[config.mk]
export PLATFORM = sky130hd
export DESIGN_NAME = flexbex_ibex_if_stage
export DESIGN_NICKNAME = d
export VERILOG_FILES = /design/src/rtl/flexbex_ibex_if_stage.sv
export SDC_FILE = /design/constraint.sdc
export NUM_CORES = 1
export LEC_CHECK = 0
export ABC_AREA = 1
export CORE_AREA = 4 4 127 129
export CTS_CLUSTER_SIZE = 28
export DETAILED_ROUTE_END_ITERATION = 7
export DIE_AREA = 0 0 131 133
export PLACE_DENSITY = 0.71
export SLEW_MARGIN = 20
export SYNTH_ARGS = -nofsm -noshare
export SYNTH_HDL_FRONTEND = slang
export SYNTH_SLANG_ARGS = --single-unit
[constraint.sdc]
create_clock -name clk -period 2 [get_ports clk]
set_input_delay 0.4 -clock clk [delete_from_list [all_inputs] [get_ports clk]]
set_output_delay 0.4 -clock clk [all_outputs]
set_load 0.005 [all_outputs]
[src/rtl/flexbex_ibex_if_stage.sv]
// flexbex_ibex_if_stage
// Instruction-fetch stage between the prefetch buffer and the decode stage.
// Owns the PC-set mux, drives the prefetch buffer controls and holds the
// IF/ID pipeline register with a valid/ready handshake towards ID.
//
// Optional feature: define FLEXBEX_IF_FETCH_CNT_EN to build a 32-bit counter
// of instructions handed to ID on fetch_cnt_o. Without it, fetch_cnt_o is 0.
module flexbex_ibex_if_stage #(
    parameter int BOOT_ALIGN = 2
) (
    input  logic        clk,
    input  logic        rst,

    input  logic        req_i,
    input  logic [31:0] boot_addr_i,

    input  logic        pc_set_i,
    input  logic [1:0]  pc_mux_i,
    input  logic [31:0] jump_target_i,
    input  logic [31:0] exc_pc_i,
    input  logic [31:0] epc_i,

    input  logic        halt_if_i,
    input  logic        id_ready_i,

    output logic        pf_req_o,
    output logic        pf_branch_o,
    output logic [31:0] pf_addr_o,
    output logic        pf_ready_o,
    input  logic        pf_valid_i,
    input  logic [31:0] pf_rdata_i,
    input  logic [31:0] pf_addr_i,
    input  logic        pf_busy_i,

    output logic        instr_valid_id_o,
    output logic [31:0] instr_rdata_id_o,
    output logic [31:0] pc_id_o,
    output logic        is_compressed_id_o,
    output logic        illegal_c_insn_id_o,
    output logic        instr_new_id_o,
    output logic        if_busy_o,
    output logic [31:0] fetch_cnt_o
);

    typedef enum logic [1:0] {
        IDLE = 2'd0,
        BOOT = 2'd1,
        RUN  = 2'd2
    } state_e;

    typedef enum logic [1:0] {
        PC_BOOT = 2'd0,
        PC_JUMP = 2'd1,
        PC_EXC  = 2'd2,
        PC_EPC  = 2'd3
    } pc_sel_e;

    state_e      state_q;
    state_e      state_d;

    logic [31:0] boot_addr_aligned;
    logic [31:0] redirect_addr;
    logic        transfer;

    logic        valid_q;
    logic [31:0] rdata_q;
    logic [31:0] pc_q;
    logic        compressed_q;
    logic        illegal_c_q;
    logic        new_q;

    assign boot_addr_aligned = {boot_addr_i[31:BOOT_ALIGN], {BOOT_ALIGN{1'b0}}};

    // Redirect source select; every target is halfword aligned.
    always_comb begin
        redirect_addr = boot_addr_aligned;
        unique case (pc_sel_e'(pc_mux_i))
            PC_BOOT: redirect_addr = boot_addr_aligned;
            PC_JUMP: redirect_addr = jump_target_i;
            PC_EXC:  redirect_addr = exc_pc_i;
            PC_EPC:  redirect_addr = epc_i;
            default: redirect_addr = boot_addr_aligned;
        endcase
        redirect_addr[0] = 1'b0;
    end

    // FSM state register.
    always_ff @(posedge clk) begin
        // NOTE: sequential state uses non-blocking assignments so every
        // register samples pre-edge values regardless of statement order.
        if (rst) state_q <= IDLE;
        else     state_q <= state_d;
    end

    // FSM next state and prefetch request/branch/address outputs.
    always_comb begin
        // NOTE: every output is given a default first so no path through the
        // case leaves a variable unassigned, which would infer a latch.
        state_d     = state_q;
        pf_req_o    = 1'b0;
        pf_branch_o = 1'b0;
        pf_addr_o   = '0;
        unique case (state_q)
            IDLE: begin
                if (req_i) begin
                    // A redirect arriving with the first request skips BOOT.
                    state_d = pc_set_i ? RUN : BOOT;
                    if (pc_set_i) begin
                        pf_branch_o = 1'b1;
                        pf_addr_o   = redirect_addr;
                    end
                end
            end
            BOOT: begin
                pf_req_o    = 1'b1;
                pf_branch_o = 1'b1;
                pf_addr_o   = pc_set_i ? redirect_addr : boot_addr_aligned;
                state_d     = RUN;
            end
            RUN: begin
                pf_req_o = req_i;
                if (pc_set_i) begin
                    pf_branch_o = 1'b1;
                    pf_addr_o   = redirect_addr;
                end
            end
            default: state_d = IDLE;
        endcase
    end

    // Accept from the prefetch buffer only when ID can take the slot and
    // no flush or halt is pending.
    assign pf_ready_o = ~halt_if_i & ~pc_set_i & (~valid_q | id_ready_i);
    assign transfer   = pf_valid_i & pf_ready_o;

    // IF/ID pipeline register; a flush drops valid but leaves the data.
    always_ff @(posedge clk) begin
        if (rst) begin
            // NOTE: the data fields are reset too because they are visible
            // outputs that must read as zero straight out of reset.
            valid_q      <= 1'b0;
            rdata_q      <= '0;
            pc_q         <= '0;
            compressed_q <= 1'b0;
            illegal_c_q  <= 1'b0;
            new_q        <= 1'b0;
        end else begin
            if (transfer) begin
                valid_q      <= 1'b1;
                rdata_q      <= pf_rdata_i;
                pc_q         <= pf_addr_i;
                compressed_q <= (pf_rdata_i[1:0] != 2'b11);
                illegal_c_q  <= (pf_rdata_i[1:0] != 2'b11) && (pf_rdata_i[15:0] == 16'h0000);
            end else if (id_ready_i) begin
                valid_q <= 1'b0;
            end
            if (pc_set_i) valid_q <= 1'b0;
            new_q <= transfer & ~pc_set_i;
        end
    end

    assign instr_valid_id_o    = valid_q;
    assign instr_rdata_id_o    = rdata_q;
    assign pc_id_o             = pc_q;
    assign is_compressed_id_o  = compressed_q;
    assign illegal_c_insn_id_o = illegal_c_q;
    assign instr_new_id_o      = new_q;
    assign if_busy_o           = pf_busy_i | (state_q == BOOT);

`ifdef FLEXBEX_IF_FETCH_CNT_EN
    logic [31:0] fetch_cnt_q;

    // Count instructions handed to ID; survives flushes, wraps naturally.
    always_ff @(posedge clk) begin
        if (rst)           fetch_cnt_q <= '0;
        else if (transfer) fetch_cnt_q <= fetch_cnt_q + 32'd1;
    end

    assign fetch_cnt_o = fetch_cnt_q;
`else
    assign fetch_cnt_o = '0;
`endif

endmodule

# After elaboration in Yosys (flattened, before gate mapping)
# Index checks and enable logic that the tools add are counted.
# op_classes
eq_ne	7
n_mux	14
bitwise	10
n_reduce_logical	7
# ops
operator	count
$pmux 32 s4	1
$mux 32	3
$pmux 32 s3	1
$logic_not 16->1	1
$eq 2x2->1 const B	3
$pmux 2 s3	1
$and 1x1->1	4
$eq 2x1->1 const B	2
$logic_not 2->1	2
$mux 1	4
$mux 2	2
$ne 2x2->1 const B	2
$not 1->1	4
$pmux 1 s3	1
$or 1x1->1	2
$pmux 1 s2	1
$reduce_and 2->1	1
$reduce_bool 2->1	1
$reduce_or 2->1	1
$logic_and 1x1->1	1
# word_totals
ff_bits	70
output_inout_bits	136

# Logic depth before layout (Yosys ltp)
# Gate-level depths: netlist (run 1).
# logic_depth
word_depth	5
mapped_depth	9
ltp_nobuf	8

# Worst setup path after synthesis (run 1)
# Ideal clock, no wire load.
# synth_timing
path_kind	reg-to-output
from	register state_q[1]
to	output port pf_addr_o[11]
arrival_ps	1361
path_slack_ps	239
stages_incl_launch_ff	8
n_path_buf	1
path_cell_list	dfxtp_1 inv_1 ha_1 o21ai_2 nand2_1 buf_2 nand2_1 a21oi_1
# synth_via
elab_chain_len	2
word_cells_on_any_way	4
# synth_rtl
item	line_no	source
from (decl)	58	state_e state_q;
from (signal assigned)	92	else state_q <= state_d;
$eq 2x2->1, or another cell as far along	103	unique case (state_q)
$pmux 32 s3 *	103	
to (decl)	28	output logic [31:0] pf_addr_o,
# Mark *: on every way between the ends. The rest lies on a longest branch, timed or not.

# Final worst setup path (run 1)
# layout_timing
from	register state_q[1]
to	output port pf_addr_o[26]
# Same word-level chain as after synthesis.

==> results of run 1 <==
[where the power goes]
group	total [mW]	leakage, nW	internal, mW	switching, mW
Combinational	2.53	2.53	1.39	1.15
Clock	1.72	0.153	1.10	0.620
Sequential	1.53	0.570	1.47	0.0624
[worst min path at each step]
stage / startpoint / to / slack, ps / cells after the start
6_report: instr_rdata_id_o[0]$_SDFFE_PP0P_ / instr_rdata_id_o[0]$_SDFFE_PP0P_ / 460 / 2
3_5_place_dp: instr_rdata_id_o[0]$_SDFFE_PP0P_ / instr_rdata_id_o[0]$_SDFFE_PP0P_ / 450 / 2
3_3_place_gp: instr_rdata_id_o[29]$_SDFFE_PP0P_ / instr_rdata_id_o[29]$_SDFFE_PP0P_ / 450 / 2
2_1_floorplan: instr_rdata_id_o[0]$_SDFFE_PP0P_ / instr_rdata_id_o[0]$_SDFFE_PP0P_ / 460 / 2
4_1_cts: instr_rdata_id_o[0]$_SDFFE_PP0P_ / instr_rdata_id_o[0]$_SDFFE_PP0P_ / 460 / 2
5_1_grt: instr_rdata_id_o[0]$_SDFFE_PP0P_ / instr_rdata_id_o[0]$_SDFFE_PP0P_ / 480 / 2
[state kept, by name, indices dropped and copies added, names as in the netlist]
name / cells
instr_rdata_id_o: 32
pc_id_o: 32
state_q: 2
illegal_c_insn_id_o: 1
instr_new_id_o: 1
instr_valid_id_o: 1
is_compressed_id_o: 1
[critical path, stage by stage, from the launching register on]
cell and delay (ps):
dfxtp_4 390, inv_4 50, ha_4 170, o21ai_4 200
buf_6 130, buf_8 120, a21oi_2 60, nand2_1 70
a21oi_2 50, buf_2 130
[layer usage]
layer	vias to the layer above	part of all wire [%]	track usage, %
li1	2781	-	-
met1	2438	38	22.1
met2	227	51	35.4
met3	22	9.1	5.41
met4	0	2.0	5.83
met5	-	0	0
[cell usage after synthesis]
| cell | instances |
|---|---|
| buf_4 | 35 |
| nand2_1 | 257 |
| buf_6 | 5 |
| o21ai_0 | 44 |
| a21oi_1 | 108 |
| nor2_1 | 31 |
| dfxtp_1 | 70 |
| buf_2 | 14 |
| o21ai_2 | 1 |
| nand3_2 | 2 |
| nand3_1 | 33 |
| ha_1 | 4 |
| or2_2 | 1 |
| a21oi_2 | 8 |
| inv_1 | 14 |
| a31oi_1 | 1 |
| buf_8 | 1 |
| nand2_2 | 9 |
| nor2_4 | 2 |
| conb_1 | 1 |
| a211oi_1 | 3 |
| clkbuf_1 | 24 |
| inv_2 | 2 |
| nor3_1 | 1 |
[per-stage QoR]
step | util, % | area, sq um | worst slack (ps) | TNS, ps | hold slack, ps
floorplan | - | 4350 | 239 | 0 | 460
global placement | 50.7 | 7630 | -668 | -22610 | 449
detailed placement | 50.7 | 7630 | -674 | -25450 | 453
CTS | 54.0 | 8120 | -134 | -1960 | 462
global route | 54.5 | 8200 | -202 | -5070 | 476
finish | 54.5 | 8200 | -110 | -1760 | 459
[what timing repair did]
item | CTS | global route
endpoints found under the setup margin | 35 | 34
buffers inserted | 13 | 0
pin swaps | 16 | 18
gates cloned | 3 | 0
resized for setup | 202 | 25
[kinds of logic (layout without fill, tap and decap cells)]
family	after synthesis	in the layout	share of synthesized area [%]
AND/OR/NAND/NOR	336	336	32.0
AO/OA/AOI/OAI	165	165	20.5
buffers and inverters	95	404	13.1
flip-flops	70	70	33.1
adder cells (fa/ha/maj)	4	4	1.18
other	1	34	0.0886
[layout make-up]
cell class                      instances  area [sq um]
Fill cell                            1465          6840
Timing Repair Buffer                  372          3570
Multi-Input combinational cell        538          2590
Sequential cell                        70          1410
Tap cell                              188           235
Clock buffer                           10           229
Clock inverter                          6          93.8
Inverter                               16          67.6
Antenna cell                            1          2.50
[cells in the final DEF (no fill, tap or decap), types with 33 or more instances in the layout]
cell type,n
a21oi_1,81
nand2_1,254
a21oi_2,34
conb_1,33
dfxtp_1,68
buf_2,33
clkdlybuf4s50_1,259
nand3_1,33
o21ai_0,43
buf_4,49
==> flow_summary.ini, run 1 <==
[cells_and_area]
drive_gt1_share_pct = 19.1
final_nets = 1213
final_cells = 1201
syn_to_final_growth_pct = 93.6

[setup_path]
rr_worst_depth = 7
r2r-start = state_q[0]$_SDFFE_PP0P_
cp-start-kind = register
crit_path_end = pf_addr_o[26]
reg2reg_slack_ps = 580
crit_fanout = 7
required_ps = 1600
critical_path_class = register to output port
crit_path_end_kind = output port
startpoint = state_q[1]$_SDFFE_PP0P_
crit_arrival_ps = 1710
timing.rr.end = state_q[1]$_SDFFE_PP0P_

[sta]
fin_crit_ps = 2110
slew_viol_final = 0
clock_skew_ps = 7.52
tightest_slew_ps = 513
max_freq_mhz = 474
relSlewSlack_pct = 65.8
period_share_pct = 105
setup_slack_ps = -110
setup_violations = 31
rsz0062_at_grt = yes
hold_viol_final = 0

[detailed_routing]
via_per_inst = 4.55
routedWlPerCell_um = 15.0
drtIter0Drc = 199
via_count = 5468
first_pass_iters = 4
drc = 0
drtAntennaViolNets = 0
wirelength_um = 18000

[floorplan]
die_area_sq_um = 17400
rows = 45
die_w_um = 131
core_sq_um = 15000
start_util_pct = 28.2
die_y_um = 133
io_pins = 338

[synthesis]
synth_top_cell_by_area = dfxtp_1
syn-cell-area_sq_um = 4230
synthDistinctLibCells = 24
syn_avg_cell_area_sq_um = 6.31
ys_seq_elements = 70
synth_warnings = 0
synthTopCellsByArea = dfxtp_1, nand2_1, a21oi_1
yosysSeqAreaShare_pct = 33.1
synth_top_area_share_pct = 33.1
synthCells = 671

[clock_network]
clkTransAtPathRegs_ps = 60
insertion_delay_ps = 330
clk_root_buffer_cell = clkbuf_16
cts_buffers = 9
cts_tree = done
numClockSinks = 70
max-clock-path-buffers = 2
hold_buffers = 0
htreeDepth = 3

[outcome]
status = finished, violations left
violations = negative setup slack

[grt]
grt_max_degree = 36
antenna_found_initial = 1
overflow = 0
grt_first_pass_wirelength_um = 27300
track_usage_pct = 19.6
grt_pass1_vias = 5261

[power]
total_power_mw = 5.79
p_per_area_nw_per_um2 = 706
ir_worst_vdd_uv = 334
p_leak_nw = 3.25

[placement]
io_buffers = 299
place.gp.congestion = 0.875
hpwl_um = 14200
dp.cells = 1170

[job]
cap_violations = 0

[min_path]
min_path_type = register to register
(Power assumes the default switching activity.)
==> inputs of run 2 (changes only) <==
--- a/config.mk
+++ b/config.mk
@@ -5,12 +5,13 @@
 export SDC_FILE = /design/constraint.sdc
 export NUM_CORES = 1
 export LEC_CHECK = 0
-export ABC_AREA = 1
-export CORE_AREA = 4 4 127 129
+export CAP_MARGIN = 40
+export CORE_AREA = 4 4 129 131
 export CTS_CLUSTER_SIZE = 28
 export DETAILED_ROUTE_END_ITERATION = 7
-export DIE_AREA = 0 0 131 133
-export PLACE_DENSITY = 0.71
+export DIE_AREA = 0 0 133 135
+export GPL_TIMING_DRIVEN = 0
+export PLACE_DENSITY = 0.7
 export SLEW_MARGIN = 20
 export SYNTH_ARGS = -nofsm -noshare
 export SYNTH_HDL_FRONTEND = slang
==> run 2 against run 1 <==
- the run still ends with negative setup slack left
- synthesized cell count decreased by 29%
- non-clock buffer count rose by 36
- first-iteration DRC count increased by 44%
- die area rose by 3.1%
- setup slack got worse by 220 ps
- critical path type unchanged
- largest power group unchanged
- highest routed layer unchanged
==> flow_summary.ini, run 2 <==
[synthesis]
synth_top_area_share_pct = 31.4
synth_top_cell_by_area = dfxtp_1
synthTopCellsByArea = dfxtp_1, mux4_2, o31ai_1
synthFlopType = dfxtp_1
synth_most_common_cell = dfxtp_1
syn_avg_cell_area_sq_um = 9.41
ys_seq_elements = 70
synth_edf_count = 0
synth_common_cells = dfxtp_1, a21oi_1, nand4_1, o31ai_1, clkbuf_1
syn-cell-area_sq_um = 4460
synthCells = 474
yosysSeqAreaShare_pct = 31.4
synthDistinctLibCells = 36
synthArstFlopShare_pct = 0
synth_warnings = 0

[setup_path]
crit_path_end_kind = output port
critical_path_class = register to output port
crit_fanout = 5
crit_arrival_ps = 1930
required_ps = 1600
cp-start-kind = register

[grt]
overflow = 0
grt_max_degree = 19
antenna_found_initial = 4
grt_first_pass_wirelength_um = 31800
track_usage_pct = 23.1
grt_pass1_vias = 5282

[detailed_routing]
routedWlPerCell_um = 21.3
drtAntennaViolNets = 0
drc = 0
wirelength_um = 22300
drtIter0Drc = 286
via_count = 5386
first_pass_iters = 7
via_per_inst = 5.13

[outcome]
violations = negative setup slack
status = finished, violations left

[placement]
place.gp.congestion = 0.838
hpwl_um = 17500
dp.cells = 1017
io_buffers = 295

[sta]
clock_skew_ps = 3.07
setup_violations = 31
rsz0062_at_grt = yes
hold_viol_final = 0
max_freq_mhz = 430
relSlewSlack_pct = 60.3
tns_ps = -7330
period_share_pct = 116
slew_viol_final = 0
setup_slack_ps = -326
fin_crit_ps = 2330
tightest_slew_ps = 596

[clock_network]
clkTransAtPathRegs_ps = 50
cts_buffers = 9
cts_tree = done
insertion_delay_ps = 330
numClockSinks = 70
max-clock-path-buffers = 2
htreeDepth = 3
hold_buffers = 0
clk_root_buffer_cell = clkbuf_16

[job]
cap_violations = 0

[power]
p_leak_nw = 3.11
ir_worst_vdd_uv = 357
p_per_area_nw_per_um2 = 548

[cells_and_area]
drive_gt1_share_pct = 21.1
finish.utilization_pct = 53.2
final_cell_mix = clkdlybuf4s50_1, dfxtp_1, a21oi_1
final_common_cell = clkdlybuf4s50_1
syn_to_final_growth_pct = 85.9
final_nets = 1032
multiInputGateArea_sq_um = 2710
final.fill_count = 1477
final_cells = 1050
seqCellArea_sq_um = 1410

[floorplan]
core_sq_um = 15600
io_pins = 338
rows = 46
die_y_um = 135
die_w_um = 133
start_util_pct = 28.6
die_area_sq_um = 18000

[min_path]
min_path_type = primary input to register
-- run 2: cell types whose count changed after synthesis, moves of 9 or more --
cell and delta:
nand2_1 -256, nand4_1 +65, o31ai_1 +64, o21ai_0 -41, a21oi_1 -40, nand3_1 -32
a22o_1 +29, mux4_2 +29, nor2_1 -28, clkbuf_1 +20, inv_1 -10, nand2_2 -9
-- run 2: where the power goes --
group          total [mW]  leakage [nW]  switching [mW]  internal, mW
Clock                1.41         0.121           0.584         0.828
Sequential           1.49         0.570          0.0408          1.45
Combinational        1.64          2.42           0.648         0.992
Total                4.54          3.11            1.27          3.27
-- run 2: per-layer routing --
metal	wire length, um	GRT usage [%]	share of wire (%)
met1	8430	26.0	38
met5	0	0	0
met3	1630	6.48	7.3
met2	11500	40.8	52
met4	772	10.5	3.5
-- run 2: kinds of logic (layout without fill, tap and decap cells) --
kind of cell | after synthesis | after routing | synth area share, %
muxes | 31 | 31 | 15.1
AOI/OAI and AO/OA | 174 | 174 | 26.3
and+or+nand+nor | 91 | 91 | 12.8
buffers and inverters | 103 | 427 | 13.2
other | 1 | 37 | 0.0841
DFF | 70 | 70 | 31.4
adders and majority gates | 4 | 4 | 1.12
-- run 2: final timing paths --
check | startpoint | endpoint | slack, ps | cells past startpoint
worst max-delay path | state_q[1]$_SDFFE_PP0P_ | pf_addr_o[3] | -330 | 8
worst min-delay path | pc_set_i | instr_valid_id_o$_SDFFE_PP0P_ | 310 | 2
worst max register to register | instr_valid_id_o$_SDFFE_PP0P_ | instr_rdata_id_o[23]$_SDFFE_PP0P_ | 390 | 6
worst min register to register | pc_id_o[23]$_SDFFE_PP0P_ | pc_id_o[23]$_SDFFE_PP0P_ | 470 | 2
-- run 2: repair_timing --
| item | in CTS | in global routing |
|---|---|---|
| buffers inserted | 17 | 0 |
| gates cloned | 1 | 0 |
| gates resized for setup | 191 | 16 |
| pin swaps | 22 | 14 |
| setup endpoints to repair | 35 | 83 |
-- run 2: area by class of cell --
type / count / share of cell area (%)
Tap cell: 216 / 3.26
Timing Repair Buffer: 312 / 36.3
Multi-Input combinational cell: 333 / 32.6
Antenna cell: 4 / 0.121
Inverter: 4 / 0.241
Sequential cell: 70 / 17.0
Clock inverter: 4 / 0.302
Clock buffer: 11 / 2.81
Buffer: 96 / 7.33
-- run 2: critical path, cell delays in order (launching register included) --
cell	delay [ps]
dfxtp_4	370
inv_4	80
ha_4	170
a211oi_4	50
nor3b_4	360
clkbuf_8	230
buf_4	100
a22o_1	120
buf_6	110
-- run 2: stage by stage --
stage               area, sq um  setup slack [ps]  power, mW  hold slack [ps]
floorplan                  4580               144       2.11              465
global placement           7800             -1080       2.98              454
detailed placement         7800             -1080       2.98              461
CTS                        8290              -357       4.58              305
global route               8290              -426       4.74              319
finish                     8290              -326       4.54              311
==> inputs of run 3 (changes only) <==
==> constraint.sdc (replaced) <==
create_clock -name clk -period 2 [get_ports clk]
set_input_delay 0.2 -clock clk [delete_from_list [all_inputs] [get_ports clk]]
set_output_delay 0.2 -clock clk [all_outputs]
set_load 0.005 [all_outputs]
==> run 3 against run 2 <==
- flip-flop and latch count is the same
- first-iteration DRC count grew 14%
- global-route usage shrank 0.13 points
- the run still ends with negative setup slack left
==> flow_summary.ini, run 3 (synthesis gave the netlist of run 2 again) <==
[outcome]
status = finished, violations left
violations = negative setup slack

[sta]
slew_viol_final = 0
period_share_pct = 107
hold_ws_ps = 108
tns_ps = -1600
fin_crit_ps = 2130
max_freq_mhz = 469
relSlewSlack_pct = 57.7
tightest_slew_ps = 634
rsz0062_at_grt = yes
setup_slack_ps = -134
hold_viol_final = 0
clock_skew_ps = 3.67
setup_violations = 22

[setup_path]
cpPeakStageDelay_ps = 380
startpoint = state_q[1]$_SDFFE_PP0P_
reg2reg_slack_ps = 440
critPathTopFamily = compound AO/OA/AOI/OAI gates
crit_top_cell = buf_6
r2r-start = instr_valid_id_o$_SDFFE_PP0P_
crit_chain = inv_4, ha_4, a211oi_4, nor3b_4, clkbuf_8, buf_6, a22o_4, buf_6
crit_arrival_ps = 1930
crit_cells = 8
cp-start-kind = register
required_ps = 1800
timing.rr.end = pc_id_o[19]$_SDFFE_PP0P_
cp_slowest_cell = dfxtp_4
crit_path_end_kind = output port
critPathBufInv = 4
rr_worst_depth = 5
critical_path_class = register to output port
crit_fanout = 5

[power]
p_leak_nw = 3.09
switching_power_mw = 1.27
intPower_mw = 3.27
switching_share_pct = 27.9
power.share.sequential_pct = 32.8
ir_worst_vdd_uv = 357
p_per_area_nw_per_um2 = 548
p_clk_share_pct = 31.0
total_power_mw = 4.54
combPwrFrac_pct = 36.2

[placement]
place_ws_ps = -676
hpwl_um = 17500
place.gp.congestion = 0.838
io_buffers = 295

[clock_network]
max-clock-path-buffers = 2
insertion_delay_ps = 330
clkTransAtPathRegs_ps = 50
clk_root_buffer_cell = clkbuf_16
cts_buffers = 9
numClockSinks = 70
cts_tree = done
htreeDepth = 3

[detailed_routing]
via_per_inst = 5.14
drtAntennaViolNets = 0
via_count = 5389
routedWlPerCell_um = 21.3
drc = 0
first_pass_iters = 5
wirelength_um = 22300
drtIter0Drc = 325

[min_path]
min_path_type = primary input to register
holdPathEnd = instr_valid_id_o$_SDFFE_PP0P_
hold_depth = 2
min_from = pc_set_i

[grt]
grt_first_pass_wirelength_um = 31600
antenna_found_initial = 4
grt_max_degree = 20
overflow = 0
track_usage_pct = 23.0
grt_pass1_vias = 5243

[floorplan]
die_area_sq_um = 18000
die_y_um = 135
io_pins = 338
rows = 46
die_w_um = 133
core_sq_um = 15600
start_util_pct = 28.6

[job]
cap_violations = 0

[cells_and_area]
finish.utilization_pct = 53.1
syn_to_final_growth_pct = 85.8
final_common_cell = clkdlybuf4s50_1
final_nets = 1030
final_cell_mix = clkdlybuf4s50_1, a21oi_1, dfxtp_1
final.fill_count = 1474
drive_gt1_share_pct = 19.9
run 3: how the worst max path moves through the flow:
stage / slack (ps) / to
final: -130 / pf_addr_o[5]
after global routing: -230 / pf_addr_o[3]
after CTS: -170 / pf_addr_o[13]
after detailed placement: -680 / pf_addr_o[3]
after global placement: -680 / pf_addr_o[3]
after floorplan: 380 / pf_addr_o[29]
run 3: power groups by stage:
stage	Sequential, mW	Clock (mW)	Combinational (mW)
finish	1.49	1.41	1.65
global placement	1.51	0	1.47
CTS	1.49	1.45	1.63
floorplan	1.51	0	0.603
detailed placement	1.51	0	1.48
global route	1.50	1.51	1.74
run 3: per-layer routing:
layer | wire length (um) | GRT usage, %
met5 | 0 | 0
met4 | 702 | 9.82
met3 | 1690 | 6.30
met2 | 11500 | 40.5
met1 | 8420 | 26.2
run 3: worst reg2reg max path: stages, from the launching register on:
cell and delay, ps:
dfxtp_1 310, nand2b_1 130, buf_2 260, clkbuf_1 450, nand4_1 200, a21oi_1 150
run 3: final cells by class:
type	count	area [sq um]	area share, %
clock buffer	11	233	2.81
antenna	4	10.0	0.121
tap	216	270	3.26
buffer	97	609	7.35
timing repair buffer	309	3010	36.3
sequential	70	1410	17.0
multi-input combinational	333	2700	32.6
inverter	4	20.0	0.242
clock inverter	4	25.0	0.302
run 3: what timing repair did:
action,4_1_cts,5_1_grt
gates resized for setup,179,9
endpoints found under the hold margin,0,0
gates cloned,1,0
pin swaps,21,12
hold buffers,0,0
setup buffers,13,2
setup endpoints to repair,35,31
run 3: stage by stage:
step	cells	area, sq um
final	1048	8290
after global routing	1048	8290
after CTS	1043	8280
after detailed placement	1017	7800
after global placement	1017	7800
after floorplan	506	4580
